## config.mk

```make
export PLATFORM = sky130hd
export DESIGN_NAME = tile_plotter_flat
export DESIGN_NICKNAME = d
export VERILOG_FILES = /design/src/rtl/tile_plotter_if.sv /design/src/rtl/tile_plotter.sv /design/src/flat_wrapper.sv
export SDC_FILE = /design/constraint.sdc
export NUM_CORES = 1
export LEC_CHECK = 0
export CELL_PAD_IN_SITES_DETAIL_PLACEMENT = 1
export CELL_PAD_IN_SITES_GLOBAL_PLACEMENT = 1
export CORE_AREA = 3 3 99 101
export CTS_CLUSTER_SIZE = 24
export DETAILED_ROUTE_END_ITERATION = 16
export DIE_AREA = 0 0 102 104
export GPL_TIMING_DRIVEN = 0
export PLACE_DENSITY = 0.76
export REMOVE_ABC_BUFFERS = 1
export SLEW_MARGIN = 20
export SYNTH_ARGS = -nofsm -noshare
export SYNTH_HDL_FRONTEND = slang
export SYNTH_SLANG_ARGS = --single-unit
```

## constraint.sdc

```tcl
create_clock -name CLOCK_50 -period 3.25 [get_ports CLOCK_50]
set_clock_uncertainty 0.15 [all_clocks]
set_input_delay 0.8125 -clock CLOCK_50 [delete_from_list [all_inputs] [get_ports CLOCK_50]]
set_output_delay 0.8125 -clock CLOCK_50 [all_outputs]
set_load 0.01 [all_outputs]
```

## src/rtl/tile_plotter_if.sv

```systemverilog
// Request and pixel-stream bundle for tile_plotter. The requester drives the
// master side. The plotter drives the slave side and writes one pixel per plot strobe.
interface tile_plotter_if;
  logic       start;
  logic       clear;
  logic [1:0] lane;
  logic [6:0] tile_y;
  logic [2:0] tile_color;
  logic [7:0] VGA_X;
  logic [6:0] VGA_Y;
  logic [2:0] VGA_COLOR;
  logic       plot;
  logic       busy;
  logic       done;

  modport master (
    output start, clear, lane, tile_y, tile_color,
    input  VGA_X, VGA_Y, VGA_COLOR, plot, busy, done
  );

  modport slave (
    input  start, clear, lane, tile_y, tile_color,
    output VGA_X, VGA_Y, VGA_COLOR, plot, busy, done
  );
endinterface

```

## src/rtl/tile_plotter.sv

```systemverilog
// Rasterises one outlined tile, or blanks the 160x120 screen, at one pixel per clock.
// Every pixel output is registered, so the first pixel is already valid in the first busy cycle.
module tile_plotter #(
  parameter int         TILE_W       = 40,
  parameter int         TILE_H       = 30,
  parameter logic [2:0] BORDER_COLOR = 3'b000
) (
  input  logic           CLOCK_50,
  input  logic           resetn,
  tile_plotter_if.slave  bus
);
  localparam logic [7:0] LANE_PITCH = 8'(TILE_W);
  localparam logic [7:0] COL_LAST   = 8'(TILE_W - 1);
  localparam logic [6:0] ROW_LAST   = 7'(TILE_H - 1);
  localparam logic [7:0] SCR_X_LAST = 8'd159;
  localparam logic [6:0] SCR_Y_LAST = 7'd119;

  typedef enum logic [1:0] {S_IDLE, S_DRAW, S_CLEAR, S_DONE} state_t;

  state_t     state_reg, state_next;
  logic [1:0] lane_reg, lane_next;
  logic [6:0] tile_y_reg, tile_y_next;
  logic [2:0] color_reg, color_next;
  logic [7:0] col_reg, col_next;
  logic [6:0] row_reg, row_next;
  logic [7:0] x_reg, x_next;
  logic [6:0] y_reg, y_next;
  logic [2:0] vga_color_reg, vga_color_next;
  logic       plot_reg, plot_next;
  logic       busy_reg, busy_next;
  logic       done_reg, done_next;

  logic [1:0] src_lane;
  logic [6:0] src_y;
  logic [2:0] src_color;
  logic [7:0] pix_col, draw_x, sum_y, clr_x;
  logic [6:0] pix_row, clr_y;
  logic [2:0] draw_color;
  logic       draw_vis, draw_wrap, draw_last, clr_wrap, clr_last;

  assign draw_wrap = (col_reg == COL_LAST);
  assign draw_last = draw_wrap && (row_reg == ROW_LAST);
  assign clr_wrap  = (col_reg == SCR_X_LAST);
  assign clr_last  = clr_wrap && (row_reg == SCR_Y_LAST);
  assign clr_x     = clr_wrap ? 8'd0 : col_reg + 8'd1;
  assign clr_y     = clr_wrap ? row_reg + 7'd1 : row_reg;

  // Pixel that will be shown next: on the launch edge it comes straight from the inputs.
  always_comb begin
    src_lane  = lane_reg;
    src_y     = tile_y_reg;
    src_color = color_reg;
    pix_col   = draw_wrap ? 8'd0 : col_reg + 8'd1;
    pix_row   = draw_wrap ? row_reg + 7'd1 : row_reg;
    if (state_reg == S_IDLE) begin
      src_lane  = bus.lane;
      src_y     = bus.tile_y;
      src_color = bus.tile_color;
      pix_col   = 8'd0;
      pix_row   = 7'd0;
    end
    draw_x     = {6'd0, src_lane} * LANE_PITCH + pix_col;
    sum_y      = {1'b0, src_y} + {1'b0, pix_row};
    draw_vis   = (sum_y < 8'd120);
    draw_color = (pix_col == 8'd0 || pix_col == COL_LAST ||
                  pix_row == 7'd0 || pix_row == ROW_LAST) ? BORDER_COLOR : src_color;
  end

  always_comb begin
    state_next     = state_reg;
    lane_next      = lane_reg;
    tile_y_next    = tile_y_reg;
    color_next     = color_reg;
    col_next       = col_reg;
    row_next       = row_reg;
    x_next         = x_reg;
    y_next         = y_reg;
    vga_color_next = vga_color_reg;
    plot_next      = 1'b0;
    busy_next      = 1'b0;
    done_next      = 1'b0;
    case (state_reg)
      S_IDLE: begin
        if (bus.clear) begin
          state_next     = S_CLEAR;
          col_next       = 8'd0;
          row_next       = 7'd0;
          x_next         = 8'd0;
          y_next         = 7'd0;
          vga_color_next = 3'b000;
          plot_next      = 1'b1;
          busy_next      = 1'b1;
        end else if (bus.start) begin
          state_next     = S_DRAW;
          lane_next      = bus.lane;
          tile_y_next    = bus.tile_y;
          color_next     = bus.tile_color;
          col_next       = pix_col;
          row_next       = pix_row;
          x_next         = draw_x;
          y_next         = sum_y[6:0];
          vga_color_next = draw_color;
          plot_next      = draw_vis;
          busy_next      = 1'b1;
        end
      end
      S_DRAW: begin
        if (draw_last) begin
          state_next = S_DONE;
          col_next   = 8'd0;
          row_next   = 7'd0;
          done_next  = 1'b1;
        end else begin
          col_next       = pix_col;
          row_next       = pix_row;
          x_next         = draw_x;
          y_next         = sum_y[6:0];
          vga_color_next = draw_color;
          plot_next      = draw_vis;
          busy_next      = 1'b1;
        end
      end
      S_CLEAR: begin
        if (clr_last) begin
          state_next = S_DONE;
          col_next   = 8'd0;
          row_next   = 7'd0;
          done_next  = 1'b1;
        end else begin
          col_next       = clr_x;
          row_next       = clr_y;
          x_next         = clr_x;
          y_next         = clr_y;
          vga_color_next = 3'b000;
          plot_next      = 1'b1;
          busy_next      = 1'b1;
        end
      end
      default: state_next = S_IDLE;
    endcase
  end

  always_ff @(posedge CLOCK_50) begin
    if (!resetn) begin
      state_reg     <= S_IDLE;
      lane_reg      <= 2'd0;
      tile_y_reg    <= 7'd0;
      color_reg     <= 3'd0;
      col_reg       <= 8'd0;
      row_reg       <= 7'd0;
      x_reg         <= 8'd0;
      y_reg         <= 7'd0;
      vga_color_reg <= 3'd0;
      plot_reg      <= 1'b0;
      busy_reg      <= 1'b0;
      done_reg      <= 1'b0;
    end else begin
      state_reg     <= state_next;
      lane_reg      <= lane_next;
      tile_y_reg    <= tile_y_next;
      color_reg     <= color_next;
      col_reg       <= col_next;
      row_reg       <= row_next;
      x_reg         <= x_next;
      y_reg         <= y_next;
      vga_color_reg <= vga_color_next;
      plot_reg      <= plot_next;
      busy_reg      <= busy_next;
      done_reg      <= done_next;
    end
  end

  assign bus.VGA_X     = x_reg;
  assign bus.VGA_Y     = y_reg;
  assign bus.VGA_COLOR = vga_color_reg;
  assign bus.plot      = plot_reg;
  assign bus.busy      = busy_reg;
  assign bus.done      = done_reg;
endmodule

```

## src/flat_wrapper.sv

```systemverilog
// flat-port wrapper written by rule: the top's interface ports become plain ports
module tile_plotter_flat 
#(
  parameter int         TILE_W       = 40,
  parameter int         TILE_H       = 30,
  parameter logic [2:0] BORDER_COLOR = 3'b000
)
  (CLOCK_50, resetn, bus_start, bus_clear, bus_lane, bus_tile_y, bus_tile_color, bus_VGA_X, bus_VGA_Y, bus_VGA_COLOR, bus_plot, bus_busy, bus_done);
  tile_plotter_if bus_i ();
  input  logic CLOCK_50;
  input  logic resetn;
  input wire logic [$bits(bus_i.start)-1:0] bus_start;
  input wire logic [$bits(bus_i.clear)-1:0] bus_clear;
  input wire logic [$bits(bus_i.lane)-1:0] bus_lane;
  input wire logic [$bits(bus_i.tile_y)-1:0] bus_tile_y;
  input wire logic [$bits(bus_i.tile_color)-1:0] bus_tile_color;
  output wire logic [$bits(bus_i.VGA_X)-1:0] bus_VGA_X;
  output wire logic [$bits(bus_i.VGA_Y)-1:0] bus_VGA_Y;
  output wire logic [$bits(bus_i.VGA_COLOR)-1:0] bus_VGA_COLOR;
  output wire logic [$bits(bus_i.plot)-1:0] bus_plot;
  output wire logic [$bits(bus_i.busy)-1:0] bus_busy;
  output wire logic [$bits(bus_i.done)-1:0] bus_done;
  assign bus_i.start = bus_start;
  assign bus_i.clear = bus_clear;
  assign bus_i.lane = bus_lane;
  assign bus_i.tile_y = bus_tile_y;
  assign bus_i.tile_color = bus_tile_color;
  assign bus_VGA_X = bus_i.VGA_X;
  assign bus_VGA_Y = bus_i.VGA_Y;
  assign bus_VGA_COLOR = bus_i.VGA_COLOR;
  assign bus_plot = bus_i.plot;
  assign bus_busy = bus_i.busy;
  assign bus_done = bus_i.done;
  tile_plotter #(.TILE_W(TILE_W), .TILE_H(TILE_H), .BORDER_COLOR(BORDER_COLOR)) u_core (.CLOCK_50(CLOCK_50), .resetn(resetn), .bus(bus_i));
endmodule
```

Yosys cells after proc, flatten, opt, wreduce, memory -nomap -nowiden:

Index checks and enable logic that the tools add are counted.

* bits in registers: 50
* output and inout port bits: 21
* logic and storage cells: 97
* input port bits: 16

* order comparisons: 1
* reductions and logical operators: 13
* bitwise logic cells: 1
* add/sub/neg operators: 4
* multiply operators: 1
* muxes and demuxes: 52
* equality and inequality tests: 13

Operator list (count)
* $mux W8: 11
* $mux W7: 12
* $pmux W8 S3: 2
* $pmux W7 S3: 2
* $mux W3: 6
* $eq A8 B6 Y1 const B: 2
* $eq A7 B5 Y1 const B: 2
* $mux W2: 5
* $mux W1: 9
* $pmux W3 S3: 1
* $add A7 B7 Y8: 1
* $add A8 B1 Y8 const B: 1
* $add A8 B8 Y8: 1
* $eq A8 B8 Y1 const B: 1
* $logic_not A8 Y1: 1
* $lt A8 B7 Y1 const B: 1
* $add A7 B1 Y7 const B: 1
* $eq A7 B7 Y1 const B: 1
* $logic_not A7 Y1: 1
* $pmux W1 S3: 2
* $pmux W2 S3: 1
* $reduce_and A3 Y1: 2
* $mul A2 B3 Y5 const B: 1
* $ne A2 B1 Y1 const B: 2
* 12 further kinds: 16

Longest topological paths before layout:

* word-level depth: 11
* depth in mapped cells: 17
* depth with buffers taken out: 15

Worst setup path after synthesis:

OpenSTA, ideal clock, no wires.

* path type: flip-flop to flip-flop
* start point: reg u_core.state_reg[0]
* end point: reg u_core.plot_reg, in the netlist u_core.bus.plot
* arrival time: 3.341 ns
* setup time: 0.091 ns
* stages on the path, launching flop included: 15
* setup slack: -0.332 ns
* required time: 3.009 ns
* cells stage by stage: dfxtp_1 > inv_1 > ha_1 > clkbuf_1 > buf_1 > clkbuf_1 > mux2_2 > ha_1 > nor2b_1 > o21ai_0 > a21boi_0 > o21ai_0 > nand3_1 > and2_1 > a311oi_1

* word-level cells in the longest chain between the ends: 7
* elaborated cells between the ends (all ways): 11
* classes of those cells: add/sub: 1; order compare: 1; eq/ne: 2; mux: 6; reduce/logical: 1

RTL lines
* from (decl): line tile_plotter.sv:20 `state_t state_reg, state_next;`
* from (signal assigned): line tile_plotter.sv:158 `state_reg <= state_next;`
* $logic_not A2 Y1: line tile_plotter.sv:55, tile_plotter.sv:82
* $mux W7: line tile_plotter.sv:55 `if (state_reg == S_IDLE) begin`
* $add A7 B7 Y8: line tile_plotter.sv:63 `sum_y = {1'b0, src_y} + {1'b0, pix_row};`
* $lt A8 B7 Y1: line tile_plotter.sv:64 `draw_vis = (sum_y < 8'd120);`
* $mux W1: line tile_plotter.sv:93 `end else if (bus.start) begin`
* $mux W1: line tile_plotter.sv:84 `if (bus.clear) begin`
* $pmux W1 S3 *: line tile_plotter.sv:82 `case (state_reg)`
* to (signal assigned): line tile_plotter.sv:167 `plot_reg <= plot_next;`
* to (decl): line tile_plotter.sv:29 `logic plot_reg, plot_next;`

Mark *: on every way between the ends. The rest lies on a longest branch, timed or not.
A chain may end at the register's enable or synchronous reset.

Worst setup path in the final report:

* start point: reg u_core.col_reg[7]
* end point: reg u_core.vga_color_reg[1], in the netlist u_core.bus.VGA_COLOR[1]

* word-level cells in the longest chain between the ends: 11
* elaborated cells between the ends (all ways): 24
* classes of those cells: add/sub: 1; eq/ne: 6; mux: 9; reduce/logical: 8

RTL lines
* from (decl): line tile_plotter.sv:24 `logic [7:0] col_reg, col_next;`
* from (signal assigned): line tile_plotter.sv:162 `col_reg <= col_next;`
* $add A8 B1 Y8 / $eq A8 B6 Y1 (equally long branches): line tile_plotter.sv:53, tile_plotter.sv:41
* $mux W8: line tile_plotter.sv:53 `pix_col = draw_wrap ? 8'd0 : col_reg + 8'd1;`
* $mux W8: line tile_plotter.sv:55
* $eq A8 B6 Y1 / $logic_not A8 Y1 (equally long branches): line tile_plotter.sv:65 `draw_color = (pix_col == 8'd0 || pix_col == COL_LAST ||`
* $logic_or A1 B1 Y1 (2 in a row): line tile_plotter.sv:65
* $logic_or A1 B1 Y1: line tile_plotter.sv:66 `pix_row == 7'd0 || pix_row == ROW_LAST) ? BORDER_COLOR : src_color;`
* $mux W3: line tile_plotter.sv:66
* $mux W3: line tile_plotter.sv:93
* $mux W3: line tile_plotter.sv:84
* $pmux W3 S3: line tile_plotter.sv:82
* to (signal assigned): line tile_plotter.sv:166 `vga_color_reg <= vga_color_next;`
* to (decl): line tile_plotter.sv:28 `logic [2:0] vga_color_reg, vga_color_next;`

Several ways; a longest one is shown, not always the timed one. The select of a mux whose other input is x is not followed.

==> results.md <==
- I/O Buffers: 36
- Tmin final: roughly 3.3 ns
- Min-delay worst type: register to register
- CP max stage cell: or4_4
- Peak supply drop: 0.2359 mV
- DR iter-0 viols: 181
- Cell Chain, Critical Path: or4_4, buf_6, or4_4, a21oi_4, or4b_1, o31a_1, or4_4, a32o_1
- Final WS setup: -0.004342 ns
- GRT Total Usage: 21.83%
- Status: finished with violations
- CP Capture Type: register
- Met2 GRT Util: about two fifths
- Cell area after synthesis: 3416 um^2
- Fin crit share: 100.1%
- Sequential area share after synthesis: 29.30%
- Final hold vios: 0
- Netlist cell types: 58
- Final net count: 519
- Detailed Route WL: 11.39 mm
- Horiz. Die Dim: 102 um
- Number of global-route vias before repair: around 3700
- Die Height: 104 um
- Final setup viols: 1
- Rel. slew slack: 44.17%
- Clk sink count: 50
- WP data required: 3.32 ns
- Internal cell power: 1.506 mW
- F_max: 0.3073 GHz
- # diodes: 0
- Post-layout util: 46.30%
- Stages on worst setup path: 8
- Placed Area: 3772 um^2
- Via density: 5.911
- Max-Cap Viols: 0
- Design area: 4218 um^2
- H-tree levels: 2
- Tot Pwr: 2.644 mW
- Pwr Density: 626.8 nW/um^2
- Routed length per instance: 19.14 um
- Hold path depth: 2
- Synth area leader: dfxtp_1
- Clk Latency, worst-skew pair: 0.32 ns
- Largest net degree at the start of global routing: 34
- Failing checks: negative setup slack
- Async set or reset register ratio after synthesis: 0%
- DRC Markers: 0
- Switching share of power: 43.02%
- Net switching power: 1.137 mW
- GR peak layer: met2
- RSZ-0062 raised after global routing: true
- Logic pwr share: about half
- Yosys Warn Count: 0
- GR Util met1: a little over a quarter
- Fin. max-slew vios: 0
- Cells after Synth: roughly 460
- Worst reg2reg path depth: 8
- CP Data Arrival Time: around 3.3 ns
- M3 GR Usage: 3.085%
- Vias: 3517
- Area Growth Syn to Fin: 23.48%
- Sequential Power Share: 32.1%
- Fill cell count: between 1000 and 1500
- CP Class: register to register
- GPL Wtd Cong: 0.8688
- Leakage: 1.534 nW
- Syn Area/Cell: 7.491 um^2
- Inserted Clock Buffers: 5
- Reg area: 1017 um^2
- Main synth FF type: dfxtp_1
- Most used cell, CP: or4_4
- CORE AREA: slightly above 9000 um^2
- Slew @ Worst Pin: roughly 0.83 ns
- Synth top area share: 29.30%
- Initial antenna violation count: 0
- Dpl ws: -1.632 ns
- Top-level I/O count: 37
- Final HPWL from detailed placement: approximately 7.6 mm
- Overflow after GRT: 0
- Clock transition at path regs: 0.11 ns
- Commonest non-fill, non-tap cell in the layout: a21oi_1
- EDFF count, synth: 0
- Clock Tree Buf Depth: 2
- Buf/Inv on CP: 1
- Multi-input gate area: 2345 um^2
- Final hold slack: 0.3126 ns
- Post-route insts no fill: 595
- Placement Rows: 35
- CTS tree: built
- Top delay family on crit path: simple AND/OR/NAND/NOR gates
- Layout cell share with drive strength beyond 1: 16.32%
- First-pass GRT wire length: 18.76 mm
- Placed Cells: approximately 570
- Initial Util: between 30% and 40%
- Max incr delay on CP: ~0.57 ns
- CP Max Fanout: 7
- Clock power share: 17.9%
- Synth Register Bits: 50
- Top cells by area, synth: dfxtp_1, a21oi_1, ha_1, nor2_1, xnor2_1
- Startpoint types: register
- CTS root buffer: clkbuf_8
- TNS Setup: -0.004342 ns
- Commonest cells after routing, fill and taps aside: a21oi_1, dfxtp_1, nor2_1
- Die area: around 11000 um^2
- Drt first pass iters: 4
- Routed Antenna Nets: 0
-- power groups by stage --
stage                     combinational [mW]  clock, mW  sequential [mW]
after floorplan                        0.730          0            0.856
after global placement                  1.14          0            0.846
after global routing                    1.44      0.510            0.865
final                                   1.32      0.473            0.849
after detailed placement                1.18          0            0.851
after CTS                               1.26      0.486            0.840
-- final cells by class --
type	count	share of cell area [%]
tap	111	3.293
multi-input combinational	353	55.59
inverter	19	1.780
timing repair buffer	54	12.46
clock inverter	3	1.127
sequential	50	24.12
clock buffer	5	1.632
-- cell families after synthesis --
| kind of cell | Yosys count | synth area share [%] |
|---|---|---|
| muxes | 10 | 3.260 |
| and+or+nand+nor | 166 | 23.33 |
| adders and majority gates | 20 | 7.766 |
| buffers and inverters | 53 | 6.483 |
| xor gates and xnor gates | 23 | 5.897 |
| DFF | 50 | 29.30 |
| AOI/OAI and AO/OA | 134 | 23.96 |
-- routing by layer --
metal / routed length [um] / up-vias
met5: 0 / -
met4: 224 / 0
met3: 490 / 25
met2: 5731 / 93
met1: 4943 / 1724
li1: - / 1675
-- worst paths after layout --
| check | from | endpoint | slack [ns] |
|---|---|---|---|
| worst max-delay path | u_core.col_reg[7]$_SDFFE_PN0P_ | u_core.bus.VGA_COLOR[1]$_SDFFE_PN0P_ | -0.004 |
| worst min-delay path | u_core.tile_y_reg[4]$_SDFFE_PN0P_ | u_core.tile_y_reg[4]$_SDFFE_PN0P_ | 0.31 |
| worst max register to register | u_core.col_reg[7]$_SDFFE_PN0P_ | u_core.bus.VGA_COLOR[1]$_SDFFE_PN0P_ | -0.004 |
| worst min register to register | u_core.tile_y_reg[4]$_SDFFE_PN0P_ | u_core.tile_y_reg[4]$_SDFFE_PN0P_ | 0.31 |
-- worst min-delay path, stage by stage (launching register included) --
cell and delay, ns:
dfxtp_1 0.32, nand2_1 0.05, a21oi_1 0.05
-- timing repair --
item / 4_1_cts / 5_1_grt
pin swaps: 9 / 18
setup buffers: 11 / 7
hold buffers: 0 / 0
setup endpoints to repair: 40 / 38
resized for setup: 31 / 21
-- synthesized netlist by cell type (2+ instances only) --
master     n
a311oi_1   2
o21ai_0   29
nand2_1   39
and3_1     5
or4_4      2
a22oi_1    5
a21boi_0   2
or3_1      2
a211oi_1   4
xnor2_1   17
buf_2      6
nor3_1    20
o22ai_1    3
nand2b_1   2
dfxtp_1   50
nor2b_1    3
xor2_1     6
clkbuf_1  25
o211a_1    2
a32o_1     3
mux2_2     9
nor2_1    49
or2_2      4
nor4_1     5
a31oi_1    6
inv_1     19
a21oi_1   55
o21a_1     2
o221ai_1   2
ha_1      18
nand3_1   22
buf_6      2
a32oi_1    2
and2_1     3
nand4b_1   2
a21o_1     6
fa_1       2
Power figures use the tool's default switching activity.
